[src/rtl/uart_pkg.sv]
// Shared UART definitions: receiver state encoding and oversampling constants.
package uart_pkg;

  localparam logic [2:0] ENC_IDLE  = 3'd0;
  localparam logic [2:0] ENC_START = 3'd1;
  localparam logic [2:0] ENC_DATA  = 3'd2;
  localparam logic [2:0] ENC_STOP  = 3'd3;
  localparam logic [2:0] ENC_BREAK = 3'd4;

  typedef enum logic [2:0] {
    IDLE  = ENC_IDLE,
    START = ENC_START,
    DATA  = ENC_DATA,
    STOP  = ENC_STOP,
    BREAK = ENC_BREAK
  } rx_state_e;

  localparam int OVERSAMPLE = 16;
  localparam int MID_START  = 7;

endpackage

[src/rtl/uart_rx_if.sv]
// Serial line, baud tick and received-byte outputs of the UART receiver.
interface uart_rx_if #(
  parameter int DB = 8
) ();
  logic          rx;
  logic          s_tick;
  logic [DB-1:0] d_out;
  logic          rx_done;
  logic          frame_err;

  // master: the line/baud side driving the receiver; slave: the receiver itself
  modport master (
    output rx, s_tick,
    input  d_out, rx_done, frame_err
  );

  modport slave (
    input  rx, s_tick,
    output d_out, rx_done, frame_err
  );
endinterface

[src/rtl/sync_2ff.sv]
// Two-flop synchronizer for asynchronous inputs, with a selectable reset value.
module sync_2ff #(
  parameter int           W       = 1,
  parameter logic [W-1:0] RST_VAL = '1
) (
  input  logic         clk,
  input  logic         reset,
  input  logic [W-1:0] d_i,
  output logic [W-1:0] q_o
);

  logic [W-1:0] meta_q;
  logic [W-1:0] sync_q;

  always_ff @(posedge clk) begin
    if (reset) begin
      meta_q <= RST_VAL;
      sync_q <= RST_VAL;
    end else begin
      meta_q <= d_i;
      sync_q <= meta_q;
    end
  end

  assign q_o = sync_q;

endmodule

[src/rtl/uart_rx.sv]
// UART receiver: 16x oversampled start/data/stop recovery, LSB first, with
// frame-error detection and break handling.
module uart_rx
  import uart_pkg::*;
#(
  parameter int DB      = 8,
  parameter int SB_TICK = 16
) (
  input  logic     clk,
  input  logic     reset,
  uart_rx_if.slave bus
);

  localparam int         NW         = (DB > 1) ? $clog2(DB) : 1;
  localparam logic [4:0] S_MID      = 5'(MID_START);
  localparam logic [4:0] S_BIT_END  = 5'(OVERSAMPLE - 1);
  localparam logic [4:0] S_STOP_END = 5'(SB_TICK - 1);
  localparam logic [NW-1:0] N_LAST  = NW'(DB - 1);

  logic rx_s;

  sync_2ff #(.W(1), .RST_VAL(1'b1)) u_sync (
    .clk   (clk),
    .reset (reset),
    .d_i   (bus.rx),
    .q_o   (rx_s)
  );

  rx_state_e     state_q, state_d;
  logic [4:0]    s_q, s_d;
  logic [NW-1:0] n_q, n_d;
  logic [DB-1:0] b_q, b_d;
  logic [DB-1:0] dout_q, dout_d;
  logic          rx_done_q, rx_done_d;
  logic          frame_err_q, frame_err_d;

  always_ff @(posedge clk) begin
    if (reset) begin
      state_q     <= IDLE;
      s_q         <= '0;
      n_q         <= '0;
      b_q         <= '0;
      dout_q      <= '0;
      rx_done_q   <= 1'b0;
      frame_err_q <= 1'b0;
    end else begin
      state_q     <= state_d;
      s_q         <= s_d;
      n_q         <= n_d;
      b_q         <= b_d;
      dout_q      <= dout_d;
      rx_done_q   <= rx_done_d;
      frame_err_q <= frame_err_d;
    end
  end

  always_comb begin
    state_d     = state_q;
    s_d         = s_q;
    n_d         = n_q;
    b_d         = b_q;
    dout_d      = dout_q;
    rx_done_d   = 1'b0;
    frame_err_d = 1'b0;
    case (state_q)
      IDLE: begin
        // Reacts to the line without waiting for a tick, so back-to-back frames work.
        if (!rx_s) begin
          state_d = START;
          s_d     = '0;
        end
      end
      START: begin
        if (bus.s_tick) begin
          if (s_q == S_MID) begin
            if (!rx_s) begin
              state_d = DATA;
              s_d     = '0;
              n_d     = '0;
            end else begin
              state_d = IDLE;
            end
          end else begin
            s_d = s_q + 5'd1;
          end
        end
      end
      DATA: begin
        if (bus.s_tick) begin
          if (s_q == S_BIT_END) begin
            s_d = '0;
            b_d = {rx_s, b_q[DB-1:1]};
            if (n_q == N_LAST) state_d = STOP;
            else               n_d = n_q + 1'b1;
          end else begin
            s_d = s_q + 5'd1;
          end
        end
      end
      STOP: begin
        if (bus.s_tick) begin
          if (s_q == S_STOP_END) begin
            if (rx_s) begin
              dout_d    = b_q;
              rx_done_d = 1'b1;
              state_d   = IDLE;
            end else begin
              frame_err_d = 1'b1;
              state_d     = BREAK;
            end
          end else begin
            s_d = s_q + 5'd1;
          end
        end
      end
      BREAK: begin
        // Hold off until the line returns high so a break reports only once.
        if (rx_s) state_d = IDLE;
      end
      default: state_d = IDLE;
    endcase
  end

  assign bus.d_out     = dout_q;
  assign bus.rx_done   = rx_done_q;
  assign bus.frame_err = frame_err_q;

endmodule

[src/flat_wrapper.sv]
// flat-port wrapper written by rule: the top's interface ports become plain ports
module uart_rx_flat import uart_pkg::*;
#(
  parameter int DB      = 8,
  parameter int SB_TICK = 16
)
  (clk, reset, bus_rx, bus_s_tick, bus_d_out, bus_rx_done, bus_frame_err);
  uart_rx_if #(.DB(DB)) bus_i ();
  input  logic clk;
  input  logic reset;
  input wire logic [$bits(bus_i.rx)-1:0] bus_rx;
  input wire logic [$bits(bus_i.s_tick)-1:0] bus_s_tick;
  output wire logic [$bits(bus_i.d_out)-1:0] bus_d_out;
  output wire logic [$bits(bus_i.rx_done)-1:0] bus_rx_done;
  output wire logic [$bits(bus_i.frame_err)-1:0] bus_frame_err;
  assign bus_i.rx = bus_rx;
  assign bus_i.s_tick = bus_s_tick;
  assign bus_d_out = bus_i.d_out;
  assign bus_rx_done = bus_i.rx_done;
  assign bus_frame_err = bus_i.frame_err;
  uart_rx #(.DB(DB), .SB_TICK(SB_TICK)) u_core (.clk(clk), .reset(reset), .bus(bus_i));
endmodule
[config.mk]
export PLATFORM = sky130hd
export DESIGN_NAME = uart_rx_flat
export DESIGN_NICKNAME = d
export VERILOG_FILES = /design/src/rtl/uart_pkg.sv /design/src/rtl/uart_rx_if.sv /design/src/rtl/sync_2ff.sv /design/src/rtl/uart_rx.sv /design/src/flat_wrapper.sv
export SDC_FILE = /design/constraint.sdc
export NUM_CORES = 1
export LEC_CHECK = 0
export BUFFER_PORTS_ARGS = -buffer_cell sky130_fd_sc_hd__buf_2
export CORE_UTILIZATION = 32
export CTS_CLUSTER_DIAMETER = 100
export CTS_CLUSTER_SIZE = 20
export DETAILED_ROUTE_END_ITERATION = 10
export PLACE_DENSITY = 0.57
export SLEW_MARGIN = 20
export SYNTH_ARGS = -nofsm -noshare
export SYNTH_HDL_FRONTEND = slang
export SYNTH_SLANG_ARGS = --single-unit
[constraint.sdc]
create_clock -name clk -period 2.6 [get_ports clk]
set_input_delay 0 -clock clk [delete_from_list [all_inputs] [get_ports clk]]
set_output_delay 0 -clock clk [all_outputs]
set_load 0.1 [all_outputs]
==> summary.md <==
| Metric | Value |
|---|---|
| Hold Crit Class | input pin to flop |
| Startpoint Class | flop |
| Area contributors post-synth | dfxtp_1 (45%), mux2i_1 (14%), nor2_1 (5.2%) |
| Die Y | 67.7 microns |
| Clock transition at path regs | 0.07 ns |
| Most common cell after layout, fill and taps aside | dfxtp_1 |
| Slew Viols, Final | 0 |
| Gr ovfl total | 0 |
| Final setup fails | 0 |
| WP data required | 2.75 ns |
| Worst Max-Slew Pin Slew | 0.556 ns |
| Crit. End Element | flop |
| Slew HR | 62.8% |
| Unrepaired setup endpoints after global routing | no |
| Status | completed |
| I/O Buffers | 13 |
| Post-route DRC | 0 |
| Row count | 23 |
| H-tree depth | 2 |
| Max-cap viol count | 0 |
| Mean post-synth cell area | 9.79 sq um |
| Die area | 0.00458 sq mm |
| Post-synth EDFFs | 0 |
| Largest net degree at the start of global routing | 32 |
| Maximum VDD drop | 0.000320 V |
| CTS tree | done |
| Initial Utilization | 34.0% |
| Initial antenna violation count | 0 |
| Flop pwr share | 54.3% |
| Tmin final | 2.28 ns |
| Worst EP arrival | 2.43 ns |
| Core area | 0.00406 sq mm |
| Sum Neg Setup Slack | 0 ns |
| Antenna-violating nets left | 0 |
| Int Power | 696 uW |
| Vias | 1021 |
| Area Growth Syn to Fin | 14.2% |
| First-pass GRT wire length | 4110 microns |
| Die X | 67.7 microns |
| Routed WL | 2480 microns |
| CP Max Fanout | 9 |
| Boundary Pins | 14 |
| Mapped Cells | 141 |
| HPWL after detailed placement | 1740 microns |
| Post-synth cell types | 34 |
| GRT Util Overall | 12.4% |
| Main synth FF type | dfxtp_1 |
| Clock power frac | 42.7% |
| Clk_skew | 0.00549 ns |
| Clock Latency Late Sink | 0.28 ns |
| Sw Share | 21.8% |
| Clk buf depth | 2 |
| Max Freq | 0.439 GHz |
| Power Density | 565 mW/mm^2 |
| Clk Tree Root Cell | clkbuf_8 |
| Crit Path Category | flop to flop |
| Drt initial violations | 69 |
| Register area share after synthesis | 45.0% |
| Async set or reset register ratio after synthesis | 0% |
| Comb pwr share | 3.0% |
| Via density | 4.98 |
| Yosys reg bits | 31 |
| Largest area contributor in the netlist | dfxtp_1 |
| Top cell type's share of synthesized area | 45.0% |
| Pre-antenna DRT Iters | 4 |
| Ys Warns | 0 |
| Post-layout nets | 164 |
| Post-Syn Area | 0.00138 sq mm |
| Layout cells sized above 1 | 18.1% |
| N_diodes | 0 |
| Final Cycle Share | 87.7% |
| Post_cts resized | 0 |
| Final Wtd Congestion | 0.755 |
| Final hold viol count | 0 |
| Syn Nets | 150 |
| Psw | 194 uW |
| Clk sinks | 31 |
| Routed len/inst | 12.1 microns |
| Vias in the first global route | 918 |
| Leak | 0.696 nW |
| Commonest non-fill, non-tap cells in the layout | dfxtp_1 (31), mux2i_1 (19), nor2_1 (19) |
| Hold Slack | 0.133 ns |
| Tot Pwr | 890 uW |
| CTS Buf Count | 5 |
## cells in the mapped netlist, types with 3 or more instances
cell type,n
nand3_1,4
nor4b_1,3
nor2_1,19
o21ai_0,4
nand2_1,11
clkbuf_1,3
mux2i_1,19
ha_1,5
dfxtp_1,31
a21oi_1,3
nor2b_1,3
inv_1,6
## logic make-up (layout without fill, tap and decap cells)
family,after synthesis,in the layout,synth area share (%)
muxes,19,19,13.8
adders and majority gates,5,5,4.53
DFF,31,31,45.0
xor gates and xnor gates,1,1,0.635
buffers and inverters,14,28,4.26
and+or+nand+nor,51,51,20.4
AOI/OAI and AO/OA,20,20,11.4
## power by group through the flow
stage | Sequential, mW | Clock [mW] | Combinational [mW]
3_3_place_gp | 0.493 | 0 | 0.0254
4_1_cts | 0.483 | 0.396 | 0.0271
6_report | 0.483 | 0.380 | 0.0268
3_5_place_dp | 0.494 | 0 | 0.0259
5_1_grt | 0.483 | 0.412 | 0.0301
2_1_floorplan | 0.491 | 0 | 0.0209
## routing by layer
layer,GRT usage (%),wire length [microns],vias to the layer above
li1,-,-,521
met1,15.8,1180,473
met2,18.1,1120,21
met3,4.56,124,6
met4,6.38,52,0
met5,0,0,-
## timing repair
action / CTS / global route
setup endpoints to repair: 0 / 0
endpoints found under the hold margin: 1 / 0
buffers inserted: 0 / 0
hold buffers: 1 / 0
## through the flow
stage | setup slack, ns | cell area (sq um) | cells | utilization, %
after floorplan | 0.625 | 1380 | 141 | -
after global placement | 0.420 | 1480 | 197 | 36.4
after detailed placement | 0.339 | 1480 | 197 | 36.4
after CTS | 0.322 | 1580 | 205 | 38.9
after global routing | 0.107 | 1580 | 205 | 38.9
final | 0.320 | 1580 | 205 | 38.9
## worst max-delay path: stages, from the launching register on
cell	delay, ns
dfxtp_1	0.38
ha_1	0.28
nand3_1	0.14
inv_1	0.08
ha_1	0.24
and4b_1	0.25
nand3_1	0.42
mux2i_1	0.29
nor2_1	0.06
## flip-flops by register name (all words and copies together), names as in the netlist
name,flops
u_core.s_q,5
u_core.u_sync.q_o,1
u_core.b_q,8
u_core.bus.rx_done,1
u_core.u_sync.meta_q,1
u_core.bus.frame_err,1
u_core.bus.d_out,8
u_core.n_q,3
u_core.state_q,3
## final cells by class
cell class	instances	area, sq um
Clock buffer	6	82.6
Inverter	6	22.5
Timing Repair Buffer	15	82.6
Fill cell	396	2480
Clock inverter	1	5.00
Sequential cell	31	621
Multi-Input combinational cell	96	701
Tap cell	50	62.6
## worst paths after layout
kind,end,slack (ns),cells past startpoint,startpoint
max,u_core.bus.d_out[6]$_SDFFE_PP0P_,0.32,8,u_core.s_q[0]$_SDFFE_PP0P_
min,u_core.state_q[1]$_SDFFE_PP0P_,0.13,4,bus_s_tick
max reg2reg,u_core.bus.d_out[6]$_SDFFE_PP0P_,0.32,8,u_core.s_q[0]$_SDFFE_PP0P_
min reg2reg,u_core.u_sync.q_o$_SDFF_PP1_,0.43,1,u_core.u_sync.meta_q$_SDFF_PP1_
Power figures use the tool's default switching activity.
